$ cat config.mk
export PLATFORM = sky130hd
export DESIGN_NAME = vx_rr_stream_select_flat
export DESIGN_NICKNAME = d
export VERILOG_FILES = /design/src/rtl/vx_stream_pkg.sv /design/src/rtl/vx_rr_stream_select_if.sv /design/src/rtl/vx_rr_grant.sv /design/src/rtl/vx_rr_stream_select.sv /design/src/flat_wrapper.sv
export SDC_FILE = /design/constraint.sdc
export NUM_CORES = 1
export LEC_CHECK = 0
export CORE_MARGIN = 3
export CORE_UTILIZATION = 43
export CTS_BUF_LIST = sky130_fd_sc_hd__clkbuf_2 sky130_fd_sc_hd__clkbuf_4 sky130_fd_sc_hd__clkbuf_8
export CTS_CLUSTER_SIZE = 10
export DETAILED_ROUTE_END_ITERATION = 10
export PLACE_DENSITY_LB_ADDON = 0.25
export SYNTH_ARGS = -nofsm -noshare
export SYNTH_HDL_FRONTEND = slang
export SYNTH_SLANG_ARGS = --single-unit
$ cat constraint.sdc
create_clock -name clk -period 10.6 [get_ports clk]
set_input_delay 3.18 -clock clk [delete_from_list [all_inputs] [get_ports clk]]
set_output_delay 3.18 -clock clk [all_outputs]
set_load 0.005 [all_outputs]
$ cat src/rtl/vx_stream_pkg.sv
// Shared types and helpers for the round-robin stream selector.
package vx_stream_pkg;

    typedef enum logic {
        UNLOCKED = 1'b0,
        LOCKED   = 1'b1
    } lock_state_e;

    // Round-robin successor of idx among n inputs (wraps n-1 back to 0).
    function automatic int rr_next(input int idx, input int n);
        return (idx >= n - 1) ? 0 : idx + 1;
    endfunction

endpackage

$ cat src/rtl/vx_rr_stream_select_if.sv
// Bundle of the N input streams, the single output stream and debug taps of vx_rr_stream_select.
interface vx_rr_stream_select_if #(
    parameter int N     = 4,
    parameter int DATAW = 32,
    parameter int LN    = (N > 1) ? $clog2(N) : 1
);
    import vx_stream_pkg::*;

    // Handshake: a beat moves on a cycle where valid and ready are both high at the
    // rising clock edge; valid never waits on ready, payload is held while valid and not ready.
    logic [N-1:0]            valid_in;
    logic [N-1:0][DATAW-1:0] data_in;
    logic [N-1:0]            last_in;
    logic [N-1:0]            ready_in;
    logic                    valid_out;
    logic [DATAW-1:0]        data_out;
    logic [LN-1:0]           sel_out;
    logic                    ready_out;
    logic [LN-1:0]           dbg_ptr;
    lock_state_e             dbg_lock_state;

    modport slave (
        input  valid_in, data_in, last_in, ready_out,
        output ready_in, valid_out, data_out, sel_out, dbg_ptr, dbg_lock_state
    );

    modport master (
        output valid_in, data_in, last_in, ready_out,
        input  ready_in, valid_out, data_out, sel_out, dbg_ptr, dbg_lock_state
    );

endinterface

$ cat src/rtl/vx_rr_grant.sv
// Combinational round-robin arbiter: first requester at or after ptr (mod N) wins a one-hot grant.
module vx_rr_grant #(
    parameter int  N  = 4,
    localparam int LN = (N > 1) ? $clog2(N) : 1
) (
    input  logic [N-1:0]  req,
    input  logic [LN-1:0] ptr,
    output logic [N-1:0]  grant,
    output logic [LN-1:0] gidx,
    output logic          any
);

    assign any = |req;

    if (N == 1) begin : g_single
        logic unused_ptr;
        assign unused_ptr = ^ptr;
        assign grant      = req;
        assign gidx       = '0;
    end else begin : g_rr
        logic [LN:0]   pos;
        logic [LN-1:0] idx;
        logic          found;

        // One extra bit on pos keeps ptr+k from wrapping before the mod-N fold.
        always_comb begin
            grant = '0;
            gidx  = '0;
            found = 1'b0;
            pos   = '0;
            idx   = '0;
            for (int k = 0; k < N; k++) begin
                pos = {1'b0, ptr} + (LN+1)'(k);
                if (pos >= (LN+1)'(N)) pos = pos - (LN+1)'(N);
                idx = pos[LN-1:0];
                if (!found && req[idx]) begin
                    found      = 1'b1;
                    grant[idx] = 1'b1;
                    gidx       = idx;
                end
            end
        end
    end

endmodule

$ cat src/rtl/vx_rr_stream_select.sv
// Round-robin N:1 stream selector with one registered output stage and exported select index.
// Define VX_RR_SELECT_LOCK_EN to keep the grant on one input until the beat carrying last_in.
module vx_rr_stream_select
    import vx_stream_pkg::*;
#(
    parameter int DATAW = 32,
    parameter int N     = 4,
    parameter int LN    = (N > 1) ? $clog2(N) : 1
) (
    input logic                  clk,
    input logic                  resetn,
    vx_rr_stream_select_if.slave s
);

    logic             valid_q, valid_d;
    logic [DATAW-1:0] data_q, data_d;
    logic [LN-1:0]    sel_q, sel_d;
    logic [LN-1:0]    ptr_q, ptr_d;
    logic [N-1:0]     rr_grant, grant, ready;
    logic [LN-1:0]    rr_gidx, gidx;
    logic             unused_any;
    logic             en, fire, advance;

    vx_rr_grant #(.N(N)) u_grant (
        .req   (s.valid_in),
        .ptr   (ptr_q),
        .grant (rr_grant),
        .gidx  (rr_gidx),
        .any   (unused_any)
    );

    // resetn gates en so no input is offered ready while the stage is held in reset.
    assign en    = resetn & (~valid_q | s.ready_out);
    assign ready = grant & {N{en}};
    assign fire  = |(s.valid_in & ready);

`ifdef VX_RR_SELECT_LOCK_EN
    lock_state_e   lock_state_q, lock_state_d;
    logic [LN-1:0] lock_idx_q, lock_idx_d;

    always_ff @(posedge clk or negedge resetn) begin
        if (!resetn) begin
            lock_state_q <= UNLOCKED;
            lock_idx_q   <= '0;
        end else begin
            lock_state_q <= lock_state_d;
            lock_idx_q   <= lock_idx_d;
        end
    end

    always_comb begin
        lock_state_d = lock_state_q;
        lock_idx_d   = lock_idx_q;
        case (lock_state_q)
            UNLOCKED: if (fire && !s.last_in[gidx]) begin
                lock_state_d = LOCKED;
                lock_idx_d   = gidx;
            end
            LOCKED:   if (fire && s.last_in[lock_idx_q]) lock_state_d = UNLOCKED;
            default:  lock_state_d = UNLOCKED;
        endcase
    end

    // While locked only the owning input may move, and only when it is valid.
    always_comb begin
        grant = rr_grant;
        gidx  = rr_gidx;
        if (lock_state_q == LOCKED) begin
            grant             = '0;
            grant[lock_idx_q] = s.valid_in[lock_idx_q];
            gidx              = lock_idx_q;
        end
    end

    assign advance          = fire & s.last_in[gidx];
    assign s.dbg_lock_state = lock_state_q;
`else
    logic unused_last;
    assign unused_last      = ^s.last_in;
    assign grant            = rr_grant;
    assign gidx             = rr_gidx;
    assign advance          = fire;
    assign s.dbg_lock_state = UNLOCKED;
`endif

    always_comb begin
        valid_d = valid_q;
        data_d  = data_q;
        sel_d   = sel_q;
        ptr_d   = ptr_q;
        if (fire) begin
            valid_d = 1'b1;
            data_d  = s.data_in[gidx];
            sel_d   = gidx;
        end else if (s.ready_out) begin
            valid_d = 1'b0;
        end
        if (advance && N > 1) ptr_d = LN'(rr_next(int'(gidx), N));
    end

    always_ff @(posedge clk or negedge resetn) begin
        if (!resetn) begin
            valid_q <= 1'b0;
            data_q  <= '0;
            sel_q   <= '0;
            ptr_q   <= '0;
        end else begin
            valid_q <= valid_d;
            data_q  <= data_d;
            sel_q   <= sel_d;
            ptr_q   <= ptr_d;
        end
    end

    assign s.ready_in  = ready;
    assign s.valid_out = valid_q;
    assign s.data_out  = data_q;
    assign s.sel_out   = sel_q;
    assign s.dbg_ptr   = ptr_q;

endmodule

$ cat src/flat_wrapper.sv
// flat-port wrapper written by rule: the top's interface ports become plain ports
module vx_rr_stream_select_flat import vx_stream_pkg::*;
#(
    parameter int DATAW = 32,
    parameter int N     = 4,
    parameter int LN    = (N > 1) ? $clog2(N) : 1
)
  (clk, resetn, s_valid_in, s_data_in, s_last_in, s_ready_out, s_ready_in, s_valid_out, s_data_out, s_sel_out, s_dbg_ptr, s_dbg_lock_state);
  vx_rr_stream_select_if #(.N(N), .DATAW(DATAW), .LN(LN)) s_i ();
  input logic clk;
  input logic resetn;
  input wire logic [$bits(s_i.valid_in)-1:0] s_valid_in;
  input wire logic [$bits(s_i.data_in)-1:0] s_data_in;
  input wire logic [$bits(s_i.last_in)-1:0] s_last_in;
  input wire logic [$bits(s_i.ready_out)-1:0] s_ready_out;
  output wire logic [$bits(s_i.ready_in)-1:0] s_ready_in;
  output wire logic [$bits(s_i.valid_out)-1:0] s_valid_out;
  output wire logic [$bits(s_i.data_out)-1:0] s_data_out;
  output wire logic [$bits(s_i.sel_out)-1:0] s_sel_out;
  output wire logic [$bits(s_i.dbg_ptr)-1:0] s_dbg_ptr;
  output wire logic [$bits(s_i.dbg_lock_state)-1:0] s_dbg_lock_state;
  assign s_i.valid_in = s_valid_in;
  assign s_i.data_in = s_data_in;
  assign s_i.last_in = s_last_in;
  assign s_i.ready_out = s_ready_out;
  assign s_ready_in = s_i.ready_in;
  assign s_valid_out = s_i.valid_out;
  assign s_data_out = s_i.data_out;
  assign s_sel_out = s_i.sel_out;
  assign s_dbg_ptr = s_i.dbg_ptr;
  assign s_dbg_lock_state = s_i.dbg_lock_state;
  vx_rr_stream_select #(.DATAW(DATAW), .N(N), .LN(LN)) u_core (.clk(clk), .resetn(resetn), .s(s_i));
endmodule
======== Word level (Yosys, flattened, before mapping) ========
Index checks and enable logic that the tools add are counted.
operators by class
  mux-type cells .......................... 36
  $lt $le $gt $ge ......................... 14
  bitwise gates (word level) .............. 8
  reductions and logical operators ........ 12
  $add $sub $neg .......................... 8
operators with widths
  kind                 count
  $bmux 32 s2          1
  $mux 32              1
  $mux 2               9
  $mux 4               4
  $lt 2x3->1 const B   5
  $mux 1               13
  $or 4x4->4           3
  $ge 3x3->1 const B   3
  $and 4x4->4          2
  $bmux 1 s2           4
  $demux 1 s2          4
  $ge 2x1->1 const B   4
  $sub 2x1->2 const B  4
  $logic_and 1x1->1    7
  $add 2x2->3 const B  2
  $reduce_or 4->1      1
  $add 2x1->3 const B  1
  $ge 2x3->1 const B   1
  $logic_not 1->1      3
  $add 2x1->2 const B  1
  $ge 2x2->1 const B   1
  $reduce_bool 2->1    1
  $and 1x1->1          1
  $not 1->1            1
  $or 1x1->1           1
word-level totals
  output and inout port bits .............. 42
  input bits .............................. 139
  logic and storage cells ................. 82
  register bits ........................... 37

======== Longest topological paths before layout ========
Gate-level depths: netlist (run 1).
  depth after elaboration ................. 18
  gate-level depth with buffers ........... 12
  mapped depth without buffers ............ 8

======== Modules after synthesis ========
Synthesis (run 1) repeated with hierarchy kept, for this count alone.
unflattened totals
  cell total of the unflattened synthesis .. 178
  area, all modules ....................... 2,660.1 um^2
modules (own cells, without submodules)
  module               cells an instance  seq. area each (um^2)  area each (um^2)  instances
  vx_rr_stream_select  129                925.9                  2,248.4           1
  vx_rr_grant          49                 0.0                    411.6             1

======== Worst setup path before layout (run 1) ========
Ideal clock, no wire load.
  path kind ............................... input -> output
  from .................................... in s_valid_in[2]
  to ...................................... out s_ready_in[0]
  buffers on the path ..................... 0
  cell stages on the path ................. 5
  arrival time ............................ 4.537 ns
  path slack .............................. 2.883 ns
  data required time ...................... 7.420 ns
  cells stage by stage .................... mux4_2 > or3b_2 > a22oi_1 > a21oi_1 > nor2_1
between the ends
  longest elaborated chain between the ends .. 13
ends and longest elaborated chain
  element                       line                       source
  start, declared               flat_wrapper.sv:12         input wire logic [$bits(s_i.valid_in)-1:0] s_valid_in;
  $bmux 1 s2                    vx_rr_grant.sv:36          if (!found && req[idx]) begin
  $mux 1 (implied by the code)  vx_rr_grant.sv:36
  $mux 1                        vx_rr_grant.sv:36
  $logic_not 1->1               vx_rr_grant.sv:36
  $logic_and 1x1->1             vx_rr_grant.sv:36
  $mux 1                        vx_rr_grant.sv:36
  $logic_not 1->1               vx_rr_grant.sv:36
  $logic_and 1x1->1             vx_rr_grant.sv:36
  $mux 1                        vx_rr_grant.sv:36
  $logic_not 1->1               vx_rr_grant.sv:36
  $logic_and 1x1->1             vx_rr_grant.sv:36
  $mux 4 (*)                    vx_rr_grant.sv:36
  $and 4x4->4 (*)               vx_rr_stream_select.sv:34  assign ready = grant & {N{en}};
  end, declared                 flat_wrapper.sv:16         output wire logic [$bits(s_i.ready_in)-1:0] s_ready_in;
Every way passes the cells marked *; elsewhere a longest branch is shown, timed or not. The select of a mux whose other input is x is not followed.

======== Final worst setup path (run 1) ========
Ends and elaborated chain as after synthesis.

==> results of run 1 <==
[cell families after synthesis]
family	count (synthesis)	synth area share, %
other	1	0.117
AND/OR/NAND/NOR	28	5.37
AO/OA/AOI/OAI	37	8.36
adder cells (fa/ha/maj)	7	2.72
XOR/XNOR	1	0.272
buffers and inverters	34	5.80
flip-flops	37	28.8
multiplexers	138	48.6
[final timing paths]
path	slack, ns	endpoint
min	0.51	u_core.s.data_out[22]
min in group asynchronous	2.92	u_core.s.data_out[4]
min reg2reg	0.51	u_core.s.data_out[22]
max reg2reg	6.14	u_core.s.data_out[24]
max	1.50	s_ready_in[0]
max in group asynchronous	7.35	u_core.s.data_out[21]
[metal layers]
layer  global-route usage [%]  up-vias  wire, um
li1                         -     1371         -
met1                     23.8     1316      3520
met2                     37.5      118      4670
met3                     7.39       16       712
met4                     5.32        0       199
met5                        0        -         0
[registers in the layout, indices dropped and copies added, names as in the netlist, named ones only]
| name | cells |
|---|---|
| u_core.s.data_out | 32 |
| u_core.s.sel_out | 2 |
| u_core.s.dbg_ptr | 1 |
| u_core.s.valid_out | 1 |
[critical path, cell delays in order]
cell	delay, ns
clkdlybuf4s50_1	0.64
mux4_2	0.69
or3b_2	0.47
a22oi_1	0.24
a21oi_1	0.08
nor2_1	0.10
clkdlybuf4s50_1	0.52
[power breakdown]
group / internal [mW] / total [mW] / switching [mW] / leakage [nW]
registers: 0.218 / 0.276 / 0.0578 / 0.435
clock network: 0.0732 / 0.123 / 0.0496 / 0.0588
logic: 0.581 / 0.993 / 0.412 / 1.79
[placed cells by master, fill, tap and decap left out, types with 4 or more instances in the layout]
master	instances
ha_1	7
nand2_1	5
mux2_4	26
dfrtp_1	37
a21oi_1	11
mux2_2	8
clkbuf_8	5
mux2i_1	101
nor2_1	4
inv_1	11
o21ai_0	6
clkdlybuf4s50_1	174
[cell type report]
type                            count  area (sq um)
Tap cell                           96           120
Timing Repair Buffer              178          1770
Clock inverter                      2          38.8
Fill cell                         546          1940
Clock buffer                        6          76.3
Multi-Input combinational cell    212          2110
Sequential cell                    37           926
Inverter                           11          41.3
==> out/qor.yml, run 1 <==
stdcell_count: 542
synth_warnings: 0
place_ws_ns: 1.52
synth_top_area_cell: "mux2i_1"
die_w_um: 92.5
synth_area_per_cell_sq_um: 11.4
drive_above_1_share_pct: 12.8
fin_hold_ws_ns: 0.508
rows: 30
synth-seq-area-share_pct: 28.8
synthCells: 283
period_share_pct: 85.9
final_core_util_pct: 72.4
cts_tree: "done"
ctsResizeCount: 0
ir_drop_v: 0.000207
timing.final.hold_violations: 0
grt_pass1_wl_mm: 14.4
vias: 2821
crit_fanout: 14
skew_ns: 0.00274
setup_ws_ns: 1.50
dp.final_hpwl_mm: 7.12
critPathLaunchType: "input pin"
ys_seq_elements: 37
clock_latency_ns: 0.28
reg2reg_depth: 9
clk_pin_slew_ns: 0.07
holdPathStages: 1
cap_viol_max_count: 0
yosys-top-cells-area: "mux2i_1 31%, dfrtp_1 29%, mux2_4 12%, mux2_2 2.8%, ha_1 2.7%"
die_area_sq_um: 8550
drc_errors: 0
io_buffers: 175
grt_pass1_vias: 2948
io_pins: 181
h-tree-depth: 2
finalInstanceArea_sq_um: 5080
finalSetupTns_ns: 0
synth_top_area_share_pct: 31.4
synth-edff-count: 0
grt_max_degree: 67
routed_via_density: 5.20
min_from: "u_core.s.data_out[22]"
nets: 591
fmax_mhz: 110
drt-initial-drc-count: 74
postCtsSetupBuffers: 0
p_leak_nw: 2.29
cts_made_buffers: 5
syn_nets: 429
synth-main-ff-cell: "dfrtp_1"
core_sq_um: 7020
cp.arrival_ns: 5.92
antenna_left: 0
synth.most_common_cell: "mux2i_1"
grt_usage_pct: 21.0
cts_sinks: 37
diodes: 0
startpoint: "s_valid_in[2]"
postPlaceCellArea_sq_um: 4970
worstSetupPathType: "in2out"
min_path_type: "reg2reg"
cts_root_buf: "clkbuf_8"
status: "completed"
setup_viol: 0
grt_overflow: 0
place_congestion: 0.789
tightest_slew_ns: 1.11
cts_max_path_buffers: 2
period_needed_ns: 9.10
relSlewSlack_pct: 26.2
yosysUniqueCellTypes: 44
initial_utilization_pct: 45.8
async_flop_share_pct: 100
maxSlewViolCount: 0
p_per_area_nw_per_um2: 274
hold_buffers: 0
wl_per_cell_um: 16.8
dr.pass1.iters: 4
area.growth.synth_to_final_pct: 58.0
antenna_found_initial: 0
rsz0062_at_grt: "false"
syn_area_sq_um: 3220
cp.required_ns: 7.42
dp_cells: 534
wirelength_mm: 9.10
finalPower_mw: 1.39
end_kind: "primary output"
die_h_um: 92.5
yosys-top-cells-count: "101 x mux2i_1, 37 x dfrtp_1, 26 x mux2_4"
Power figures use the tool's default switching activity.
==> run 2, diff against run 1 <==
CELL_PAD_IN_SITES_DETAIL_PLACEMENT = 0   (was not set)
CELL_PAD_IN_SITES_GLOBAL_PLACEMENT = 1   (was not set)
CORE_UTILIZATION = 32   (was 43)
==> out/qor.yml, run 2 (synthesis results as in run 1) <==
die_w_um: 106  # +15%
tightest_slew_ns: 1.11  # +0.00183 ns
grt_max_degree: 39  # -42%
place_congestion: 0.854  # +8.3%
switching_share_pct: 37.7  # +0.42 points
critPathLaunchType: "input pin"
dp_cells: 568  # +6.4%
end_kind: "primary output"
critPathTopFamily: "buffers and inverters"
grt_overflow: 0  # unchanged
cp.arrival_ns: 5.89  # -0.03 ns
timing.final.hold_violations: 0  # unchanged
cts_made_buffers: 5  # unchanged
final_core_util_pct: 53.9  # -19 points
drt-initial-drc-count: 50  # -32%
dr.pass1.iters: 4  # unchanged
p_sw_mw: 0.519  # about the same
cts_sinks: 37  # unchanged
cts_max_path_buffers: 2  # unchanged
cpMostUsedCell: "clkdlybuf4s50_1"
ctsResizeCount: 0  # unchanged
maxSlewViolCount: 0  # unchanged
p_comb_share_pct: 71.9  # +0.5 points
antenna_found_initial: 0  # unchanged
crit_fanout: 15  # +1
cap_viol_max_count: 0  # unchanged
vias: 2816  # -0.18%
rsz0062_at_grt: "false"
hold_buffers: 0  # unchanged
dp.final_hpwl_mm: 7.17  # +0.60%
intPower_mw: 0.857  # -1.8%
fmax_mhz: 110  # +0.30%
cpMaxStageDelayCell: "mux4_2"
die_h_um: 106  # +15%
p_leak_nw: 2.29  # about the same
period_needed_ns: 9.07  # -0.0271 ns
p_per_area_nw_per_um2: 269  # -1.9%
ir_drop_v: 0.000119  # -43%
routed_via_density: 4.89  # -6.1%
skew_ns: 0.00767  # +0.00494 ns
final_common_cell: "clkdlybuf4s50_1"
drc_errors: 0  # unchanged
rows: 35  # +17%
die_area_sq_um: 11300  # +32%
antenna_left: 0  # unchanged
cpPeakStageDelay_ns: 0.67  # -0.02 ns
postPlaceCellArea_sq_um: 5020  # +0.98%
diodes: 0  # unchanged
stdcell_count: 576  # +6.3%
clock_latency_ns: 0.28  # about the same
clk_pin_slew_ns: 0.08  # about the same
worstPathCellList: "clkdlybuf4s50_1, mux4_2, or3b_2, a22oi_1, a21oi_1, nor2_1, clkdlybuf4s50_1"
power_frac_clock_pct: 8.1  # -0.7 points
area.growth.synth_to_final_pct: 59.2
grt_pass1_wl_mm: 14.2  # -0.91%
drive_above_1_share_pct: 13.0  # +0.20 points
nets: 592  # +0.17%
fin_hold_ws_ns: 0.510  # +0.00243 ns
grt_pass1_vias: 2807  # -4.8%
wl_per_cell_um: 15.9  # -5.4%
finalInstanceArea_sq_um: 5120  # +0.76%
seqPwrFrac_pct: 20.1  # +0.3 points
worstSetupPathType: "in2out"
initial_utilization_pct: 33.9  # -12 points
io_buffers: 175  # unchanged
cts_tree: "done"
core_sq_um: 9500  # +35%
crit_buf_inv: 2  # unchanged
setup_viol: 0  # unchanged
grt_usage_pct: 15.8  # -5.2 points
finalSetupTns_ns: 0  # unchanged
min_path_type: "reg2reg"
cts_root_buf: "clkbuf_8"
period_share_pct: 85.6  # -0.26 points
largest_reg_flops: 32  # unchanged
cp.required_ns: 7.42  # about the same
status: "completed"
relSlewSlack_pct: 26.0  # -0.12 points
io_pins: 181  # unchanged
h-tree-depth: 2  # unchanged
wirelength_mm: 9.15  # +0.51%
postCtsSetupBuffers: 0  # unchanged
layout_common_cells: "174 x clkdlybuf4s50_1, 101 x mux2i_1, 37 x dfrtp_1"
[run 2: power by group through the flow]
stage	Sequential, mW	Clock [mW]	Combinational [mW]
global route	0.289	0.121	1.07
global placement	0.274	0	0.998
CTS	0.277	0.116	1.01
finish	0.276	0.111	0.989
floorplan	0.268	0	0.695
detailed placement	0.274	0	1.01
[run 2: layout make-up]
type | instances | area [sq um]
Inverter | 11 | 41.3
Clock buffer | 7 | 96.3
Tap cell | 129 | 161
Fill cell | 908 | 4380
Clock inverter | 1 | 8.76
Multi-Input combinational cell | 212 | 2110
Sequential cell | 37 | 926
Timing Repair Buffer | 179 | 1780
[run 2: final timing paths]
| kind | startpoint | end | slack, ns | depth (start not counted) |
|---|---|---|---|---|
| max | s_valid_in[1] | s_ready_in[0] | 1.53 | 7 |
| min | u_core.s.data_out[4] | u_core.s.data_out[4] | 0.51 | 1 |
| max reg2reg | register | u_core.s.data_out[19] | 6.37 | 9 |
| min reg2reg | u_core.s.data_out[4] | u_core.s.data_out[4] | 0.51 | 1 |
| max in group asynchronous | resetn | u_core.s.dbg_ptr[1] | 7.35 | 2 |
| min in group asynchronous | resetn | u_core.s.data_out[7] | 2.93 | 2 |
[run 2: metal layers]
metal	GRT usage, %	vias up	routed length, um
met5	0	-	0
met4	3.05	0	48
met3	6.44	2	875
met2	26.8	126	4560
met1	18.8	1314	3660
li1	-	1374	-
[run 2: stage by stage]
| stage | power (mW) | setup slack, ns |
|---|---|---|
| 2_1_floorplan | 0.963 | 2.88 |
| 4_1_cts | 1.40 | 1.52 |
| 3_3_place_gp | 1.27 | 1.59 |
| 5_1_grt | 1.48 | 1.39 |
| 6_report | 1.38 | 1.53 |
| 3_5_place_dp | 1.28 | 1.51 |
==> run 3, diff against run 2 <==
--- a/config.mk
+++ b/config.mk
@@ -7,2 +7,3 @@
 export LEC_CHECK = 0
+export CAP_MARGIN = 15
 export CELL_PAD_IN_SITES_DETAIL_PLACEMENT = 0
==> constraint.sdc (replaced) <==
create_clock -name clk -period 10.6 [get_ports clk]
set_input_delay 1.59 -clock clk [delete_from_list [all_inputs] [get_ports clk]]
set_output_delay 1.59 -clock clk [all_outputs]
set_load 0.005 [all_outputs]
==> out/qor.yml, run 3 (synthesis results as in run 1) <==
place_congestion: 0.804  # -6.0%
ir_drop_v: 0.000116  # -2.6%
diodes: 0  # unchanged
cp.arrival_ns: 4.34  # -1.55 ns
cts_tree: "done"
reg2reg_depth: 9  # unchanged
cts_root_buf: "clkbuf_8"
p_per_area_nw_per_um2: 273  # +1.7%
grt_overflow: 0  # unchanged
grt_pass1_vias: 2916  # +3.9%
cp.required_ns: 9.01  # +1.59 ns
hold_buffers: 0  # unchanged
cts_max_path_buffers: 2  # unchanged
h-tree-depth: 2  # unchanged
postCtsSetupBuffers: 0  # unchanged
cts_made_buffers: 5  # unchanged
clk_pin_slew_ns: 0.09  # about the same
final_core_util_pct: 54.2  # +0.34 points
grt_usage_pct: 16.3  # +0.53 points
place_ws_ns: 4.67  # +3.16 ns
grt_pass1_wl_mm: 14.8  # +4.0%
end_kind: "primary output"
finalSetupTns_ns: 0  # unchanged
drc_errors: 0  # unchanged
antenna_left: 0  # unchanged
cap_viol_max_count: 0  # unchanged
tightest_slew_ns: 1.10  # -0.0114 ns
nets: 592  # unchanged
die_h_um: 106  # unchanged
route.met3.wl_mm: 1.01  # +15%
antenna_found_initial: 0  # unchanged
clock_latency_ns: 0.29  # about the same
crit_fanout: 15  # unchanged
wirelength_mm: 9.12  # -0.31%
r2r_setup_slack_ns: 6.31  # -0.06 ns
ctsResizeCount: 0  # unchanged
maxSlewViolCount: 0  # unchanged
min_path_type: "reg2reg"
finalPower_mw: 1.41  # +2.4%
startpoint: "s_valid_in[1]"
period_share_pct: 55.9  # -30 points
routed_via_density: 4.93  # +0.75%
worstSetupPathType: "in2out"
setup_viol: 0  # unchanged
cts_sinks: 37  # unchanged
grt_max_degree: 39  # unchanged
drive_above_1_share_pct: 13.0  # unchanged
routed.top_layer: "met4"
io_pins: 181  # unchanged
p_leak_nw: 2.30  # +0.61%
drt-initial-drc-count: 59  # +18%
rsz0062_at_grt: "false"
wl_per_cell_um: 15.8  # -0.31%
dr.pass1.iters: 4  # unchanged
core_sq_um: 9500  # unchanged
status: "completed"
relSlewSlack_pct: 26.8  # +0.76 points
r2r-end: "u_core.s.data_out[25]"
final_common_cell: "clkdlybuf4s50_1"
n_fill_cell: 881  # -3.0%
critPathLaunchType: "input pin"
routed-wl-met2_mm: 4.44  # -2.8%
dp.final_hpwl_mm: 7.00  # -2.4%
min_from: "u_core.s.data_out[14]"
initial_utilization_pct: 33.9  # unchanged
m1WireLength_mm: 3.60  # -1.6%
skew_ns: 0.00808  # +0.000406 ns
cp-endpoint: "s_ready_in[0]"
die_w_um: 106  # unchanged
largest_reg_flops: 32  # unchanged
vias: 2837  # +0.75%
setup_ws_ns: 4.67  # +3.15 ns
die_area_sq_um: 11300  # unchanged
io_buffers: 175  # unchanged
area.growth.synth_to_final_pct: 60.2
layout_common_cells: "174 x clkdlybuf4s50_1, 101 x mux2i_1, 37 x dfrtp_1"
fmax_mhz: 169  # +53%
rows: 35  # unchanged
period_needed_ns: 5.93  # -3.15 ns
timing.final.hold_violations: 0  # unchanged
run 3: changes by cell type in the layout (fill, tap and decap cells not counted), sizes merged:
| cell | change |
|---|---|
| bufinv | +2 |
| clkbuf | -2 |
run 3: worst max-delay path, stage by stage:
cell and delay, ns:
clkdlybuf4s50_1 0.65, mux4_2 0.68, or3b_2 0.48, a22oi_1 0.24, a21oi_1 0.08, nor2_1 0.10
clkdlybuf4s50_1 0.51
run 3: cell type report:
type                            count  area, sq um  share of cell area (%)
Clock buffer                        5         68.8                    1.34
Clock inverter                      3         68.8                    1.34
Inverter                           11         41.3                   0.801
Multi-Input combinational cell    212         2110                    41.0
Sequential cell                    37          926                    18.0
Tap cell                          129          161                    3.13
Timing Repair Buffer              179         1780                    34.5
run 3: report_power, final:
part	switching [mW]	internal [mW]
registers	0.0577	0.218
logic	0.405	0.578
clock network	0.0550	0.0948
run 3: worst min path at each step:
stage,end,slack [ns],depth (start not counted)
detailed placement,u_core.s.data_out[18],0.49,1
finish,u_core.s.data_out[14],0.51,1
floorplan,u_core.s.data_out[19],0.51,1
global placement,u_core.s.data_out[25],0.49,1
global route,u_core.s.sel_out[1],0.54,1
CTS,u_core.s.data_out[14],0.52,1
run 3: metal layers:
metal / track usage (%) / vias up
li1: - / 1375
met1: 19.1 / 1329
met2: 27.2 / 126
met3: 7.23 / 7
met4: 3.98 / 0
met5: 0 / -
run 3: through the flow:
stage	area (sq um)	hold WS (ns)	std cells
after floorplan	3220	0.505	283
after global placement	5020	0.492	568
after detailed placement	5020	0.494	568
after CTS	5150	0.517	576
after global routing	5150	0.542	576
final	5150	0.512	576
